### src/rtl/hy_cnt_pkg.sv
// Shared definitions for the hy_cnt programmable modulo-N timebase.
package hy_cnt_pkg;

  localparam int HY_CNT_W = 8;

  typedef logic [HY_CNT_W-1:0] hy_cnt_t;

endpackage

### src/rtl/hy_cnt_period_reg.sv
// Period shadow register: captures the requested period whenever load is high.
module hy_cnt_period_reg
  import hy_cnt_pkg::*;
#(
  parameter int C_WIDTH = HY_CNT_W
) (
  input  logic               clk,
  input  logic               rst,
  input  logic               load_i,
  input  logic [C_WIDTH-1:0] period_in,
  output logic [C_WIDTH-1:0] period_out
);

  logic [C_WIDTH-1:0] period_d;
  logic [C_WIDTH-1:0] period_q;

  always_comb begin
    period_d = period_q;
    if (load_i) begin
      period_d = period_in;
    end
  end

  // Reset branch never looks at period_in, so an undriven input cannot leak in.
  always_ff @(posedge clk) begin
    if (rst) begin
      period_q <= '0;
    end else begin
      period_q <= period_d;
    end
  end

  assign period_out = period_q;

endmodule

### src/rtl/hy_cnt.sv
// Free-running modulo-N up-counter with a one-cycle terminal-count pulse on int_o.
module hy_cnt
  import hy_cnt_pkg::*;
#(
  parameter int C_WIDTH = HY_CNT_W
) (
  input  logic               clk,
  input  logic               rst,
  input  logic [C_WIDTH-1:0] cnt_in,
  output logic [C_WIDTH-1:0] cnt_out,
  output logic               int_o
);

  logic [C_WIDTH-1:0] period_q;
  logic [C_WIDTH-1:0] cnt_d;
  logic [C_WIDTH-1:0] cnt_q;
  logic               int_d;
  logic               int_q;
  logic               idle;
  logic               wrap;
  logic               load;

  hy_cnt_period_reg #(
    .C_WIDTH(C_WIDTH)
  ) u_period (
    .clk       (clk),
    .rst       (rst),
    .load_i    (load),
    .period_in (cnt_in),
    .period_out(period_q)
  );

  // Wrap compare is gated by !idle so period_q-1 never underflows into a match.
  always_comb begin
    idle  = (period_q == '0);
    wrap  = !idle && (cnt_q == (period_q - C_WIDTH'(1)));
    load  = idle || wrap;
    cnt_d = cnt_q + C_WIDTH'(1);
    int_d = wrap;
    if (load) begin
      cnt_d = '0;
    end
  end

  always_ff @(posedge clk) begin
    if (rst) begin
      cnt_q <= '0;
      int_q <= 1'b0;
    end else begin
      cnt_q <= cnt_d;
      int_q <= int_d;
    end
  end

  assign cnt_out = cnt_q;
  assign int_o   = int_q;

endmodule

### config.mk
export PLATFORM = sky130hd
export DESIGN_NAME = hy_cnt
export DESIGN_NICKNAME = d
export VERILOG_FILES = /design/src/rtl/hy_cnt_pkg.sv /design/src/rtl/hy_cnt_period_reg.sv /design/src/rtl/hy_cnt.sv
export SDC_FILE = /design/constraint.sdc
export NUM_CORES = 1
export LEC_CHECK = 0
export BUFFER_PORTS_ARGS = -buffer_cell sky130_fd_sc_hd__buf_2
export CORE_AREA = 5 5 64 66
export DETAILED_ROUTE_END_ITERATION = 12
export DIE_AREA = 0 0 69 71
export PLACE_DENSITY = 0.58
export SLEW_MARGIN = 10
export SYNTH_ARGS = -nofsm -noshare
export SYNTH_HDL_FRONTEND = slang
export SYNTH_HIERARCHICAL = 1
export SYNTH_SLANG_ARGS = --single-unit
### constraint.sdc
create_clock -name clk -period 2.38 [get_ports clk]
set_clock_uncertainty 0.05 [all_clocks]
set_input_delay 0.238 -clock clk [delete_from_list [all_inputs] [get_ports clk]]
set_output_delay 0.238 -clock clk [all_outputs]
set_load 0.02 [all_outputs]
==> impl_metrics.env <==
export IMPL_finalHoldViolations=0
export IMPL_critical_path_top_delay_family="simple AND/OR/NAND/NOR gates"
export IMPL_drv_slew=0
export IMPL_via_per_inst=4.734
export IMPL_wirelength_um=2340
export IMPL_max_slew_margin=0.7490
export IMPL_synth_nets=115
export IMPL_worst_slew_pin_slew_ns=0.3734
export IMPL_grt_pass1_vias=848
export IMPL_clock_sinks=17
export IMPL_cpPeakStageDelay_ns=0.44
export IMPL_whs_path_depth=3
export IMPL_cts_resized=0
export IMPL_synth_avg_cell_area_um2=9.682
export IMPL_crit_path_top_delay_cell="or3_4"
export IMPL_syn_to_final_growth_pct=19.57
export IMPL_die_area_mm2=0.004899
export IMPL_setup_worst_path_end_class="flop"
export IMPL_synth_top_area_frac=0.3413
export IMPL_syn_area_um2=997.2
export IMPL_min_delay_start="cnt_in[4]"
export IMPL_drive_above_1_share=0.3280
export IMPL_ir_worst_vdd_mv=0.4406
export IMPL_grt_first_pass_wirelength_um=3801
export IMPL_route_detailed_drc=0
export IMPL_layoutNonFillerInstCount=173
export IMPL_cts_root_buf="clkbuf_4"
export IMPL_timing_critical_path_buf_inv=1
export IMPL_p_leak_nw=0.4852
export IMPL_powerDensity_mw_per_mm2=1220
export IMPL_num_antenna_cells=0
export IMPL_yosysTopAreaCell="dfxtp_1"
export IMPL_die_y_um=71
export IMPL_reg2regPathDepth=8
export IMPL_insertion_delay_ns=0.29
export IMPL_antenna_found_initial=0
export IMPL_cts_setup_buffers=0
export IMPL_clkTransAtPathRegs_ns=0.10
export IMPL_grt_overflow_total=0
export IMPL_worst_path_max_fanout=8
export IMPL_ant_nets=0
export IMPL_firstDrtPassIters=4
export IMPL_finalSetupTns_ns=0
export IMPL_num_vias=819
export IMPL_r2r_start="u_period/period_out[2]$_SDFFE_PP0P_"
export IMPL_cts_buffer_depth=2
export IMPL_drtIter0Drc=9
export IMPL_row_count=22
export IMPL_critPathLaunchType="flop"
export IMPL_cts_buffers_inserted=3
export IMPL_synth_cell_type_count=38
export IMPL_synthCells=103
export IMPL_place_inst=169
export IMPL_min_period_ns=2.219
export IMPL_hp_class="in2reg"
export IMPL_setup_viol=0
export IMPL_io_buffer_count=18
export IMPL_start_util=0.2830
export IMPL_r2r_end="u_period/period_out[2]$_SDFFE_PP0P_"
export IMPL_rsz0062_at_grt="false"
export IMPL_die_w_um=69
export IMPL_cp_depth=8
export IMPL_cap_violations=0
export IMPL_htreeDepth=1
export IMPL_whs_ns=0.1319
export IMPL_worstPathRequired_ns=2.51
export IMPL_run_status="finished, final reports clean"
export IMPL_cts_tree="yes"
export IMPL_wl_per_cell_um=13.53
export IMPL_ios=19
export IMPL_num_fill_cells=399
export IMPL_post_dp_hpwl_um=1779
export IMPL_place_area_mm2=0.001159
export IMPL_criticalPathCategory="reg2reg"
export IMPL_arrival_ns=2.35
export IMPL_critical_path_cell_chain="or3_4 > o31a_1 > nor3_2 > o2111a_1 > or2_1 > buf_4 > mux2i_1 > nor2_1"
export IMPL_yosys_register_bits=17
export IMPL_globalplace_congestion=0.9031
export IMPL_final_area_mm2=0.001192
export IMPL_grt_max_degree=17
export IMPL_max_freq_ghz=0.4506
export IMPL_power_mw=1.454
export IMPL_nets=138
export IMPL_track_usage=0.09354
export IMPL_ys_seq_area_frac=0.3413
export IMPL_cts_hold_buffers=0
export IMPL_min_to="u_period/period_out[4]$_SDFFE_PP0P_"
export IMPL_coreArea_mm2=0.003523
export IMPL_timing_final_crit_share=0.9325
export IMPL_synthTopCellsByArea="dfxtp_1, mux2i_1, nor4_2"
export IMPL_ys_warnings_count=6
export IMPL_r2r_setup_slack_ns=0.16
==> layout by cell type, fill, tap and decap left out, drive strengths merged, types with 2 or more instances in the layout <==
| cell | n |
|---|---|
| buf | 24 |
| nor2 | 14 |
| ha | 2 |
| nor3 | 3 |
| and3 | 3 |
| inv | 2 |
| o21ai | 2 |
| mux2i | 8 |
| or3 | 2 |
| xnor2 | 7 |
| or2 | 2 |
| nand3 | 2 |
| nor4 | 9 |
| dfxtp | 17 |
| xor2 | 6 |
| a31oi | 2 |
| clkbuf | 3 |
| nand2 | 3 |
==> registers in the layout, summed over array words and instances (netlist names) <==
register	flops
cnt_out	8
u_period/period_out	8
int_o	1
==> routing by layer <==
| layer | GRT usage | share of wire | vias up | wire length, um |
|---|---|---|---|---|
| li1 | - | - | 416 | - |
| met1 | 0.1101 | 0.45 | 387 | 1050 |
| met4 | 0.02603 | 0.0060 | 0 | 14 |
| met3 | 0.01989 | 0.049 | 2 | 114 |
| met2 | 0.1706 | 0.50 | 14 | 1159 |
| met5 | 0 | 0 | - | 0 |
==> worst reg2reg max path, stage by stage, from the launching register on <==
cell and delay [ns]:
dfxtp_1 0.40, or3_4 0.44, o31a_1 0.26, nor3_2 0.20
o2111a_1 0.21, or2_1 0.10, buf_4 0.18, mux2i_1 0.21
nor2_1 0.05
==> cells by family (layout without fill, tap and decap cells) <==
kind of cell,Yosys count,count (layout),synth area share
buf+inv,8,30,0.04767
compound gates,10,10,0.08030
xor+xnor,13,13,0.1142
flops,17,17,0.3413
mux,8,8,0.08030
simple gates,45,45,0.3112
fa+ha+maj,2,2,0.02509
==> cell usage after synthesis <==
library cell	n
and4b_1	1
clkbuf_1	1
nor2b_1	1
xnor2_1	7
dfxtp_1	17
nor4_4	1
nand2_1	3
or3_1	1
o311ai_2	1
inv_1	2
buf_1	1
nor4bb_1	1
o2111a_1	1
nor3_2	1
nor2_1	14
o2111ai_1	1
o31ai_1	1
mux2i_1	8
o31a_1	1
a31oi_1	2
nand3b_1	1
or2_1	1
buf_6	2
or3_4	1
and2b_1	1
nand4b_1	1
nor4_1	2
ha_1	2
and3_1	3
and3b_1	1
nor4_2	6
or2_2	1
xor2_1	6
o21ai_0	2
a21oi_1	1
buf_2	2
nand3_1	2
nor3_1	2
==> worst max path at each step <==
stage	startpoint	end	slack, ns
2_1_floorplan	u_period/period_out[0]$_SDFFE_PP0P_	u_period/period_out[0]$_SDFFE_PP0P_	0.006
3_3_place_gp	u_period/period_out[2]$_SDFFE_PP0P_	u_period/period_out[0]$_SDFFE_PP0P_	0.21
3_5_place_dp	u_period/period_out[2]$_SDFFE_PP0P_	u_period/period_out[0]$_SDFFE_PP0P_	0.18
4_1_cts	u_period/period_out[2]$_SDFFE_PP0P_	u_period/period_out[0]$_SDFFE_PP0P_	0.16
5_1_grt	u_period/period_out[2]$_SDFFE_PP0P_	u_period/period_out[5]$_SDFFE_PP0P_	0.02
6_report	u_period/period_out[2]$_SDFFE_PP0P_	u_period/period_out[2]$_SDFFE_PP0P_	0.16
==> power by group <==
part | internal (mW) | switching (mW)
logic | 0.400 | 0.454
registers | 0.351 | 0.0943
clock network | 0.0624 | 0.0914
==> metrics by stage <==
| stage | setup slack [ns] | utilization |
|---|---|---|
| 3_5_place_dp | 0.1778 | 0.3288 |
| 2_1_floorplan | 0.005639 | - |
| 3_3_place_gp | 0.2059 | 0.3288 |
| 6_report | 0.1607 | 0.3384 |
| 5_1_grt | 0.01979 | 0.3384 |
| 4_1_cts | 0.1597 | 0.3366 |
==> area by class of cell <==
class / count / area, um2 / area share
Timing Repair Buffer: 24 / 135.1 / 0.1133
Clock buffer: 3 / 22.52 / 0.01889
Multi-Input combinational cell: 78 / 621.8 / 0.5215
Inverter: 2 / 7.507 / 0.006296
Tap cell: 48 / 60.06 / 0.05037
Sequential cell: 17 / 340.3 / 0.2854
Clock inverter: 1 / 5.005 / 0.004197
No activity file was read; power rests on OpenSTA's default activity.
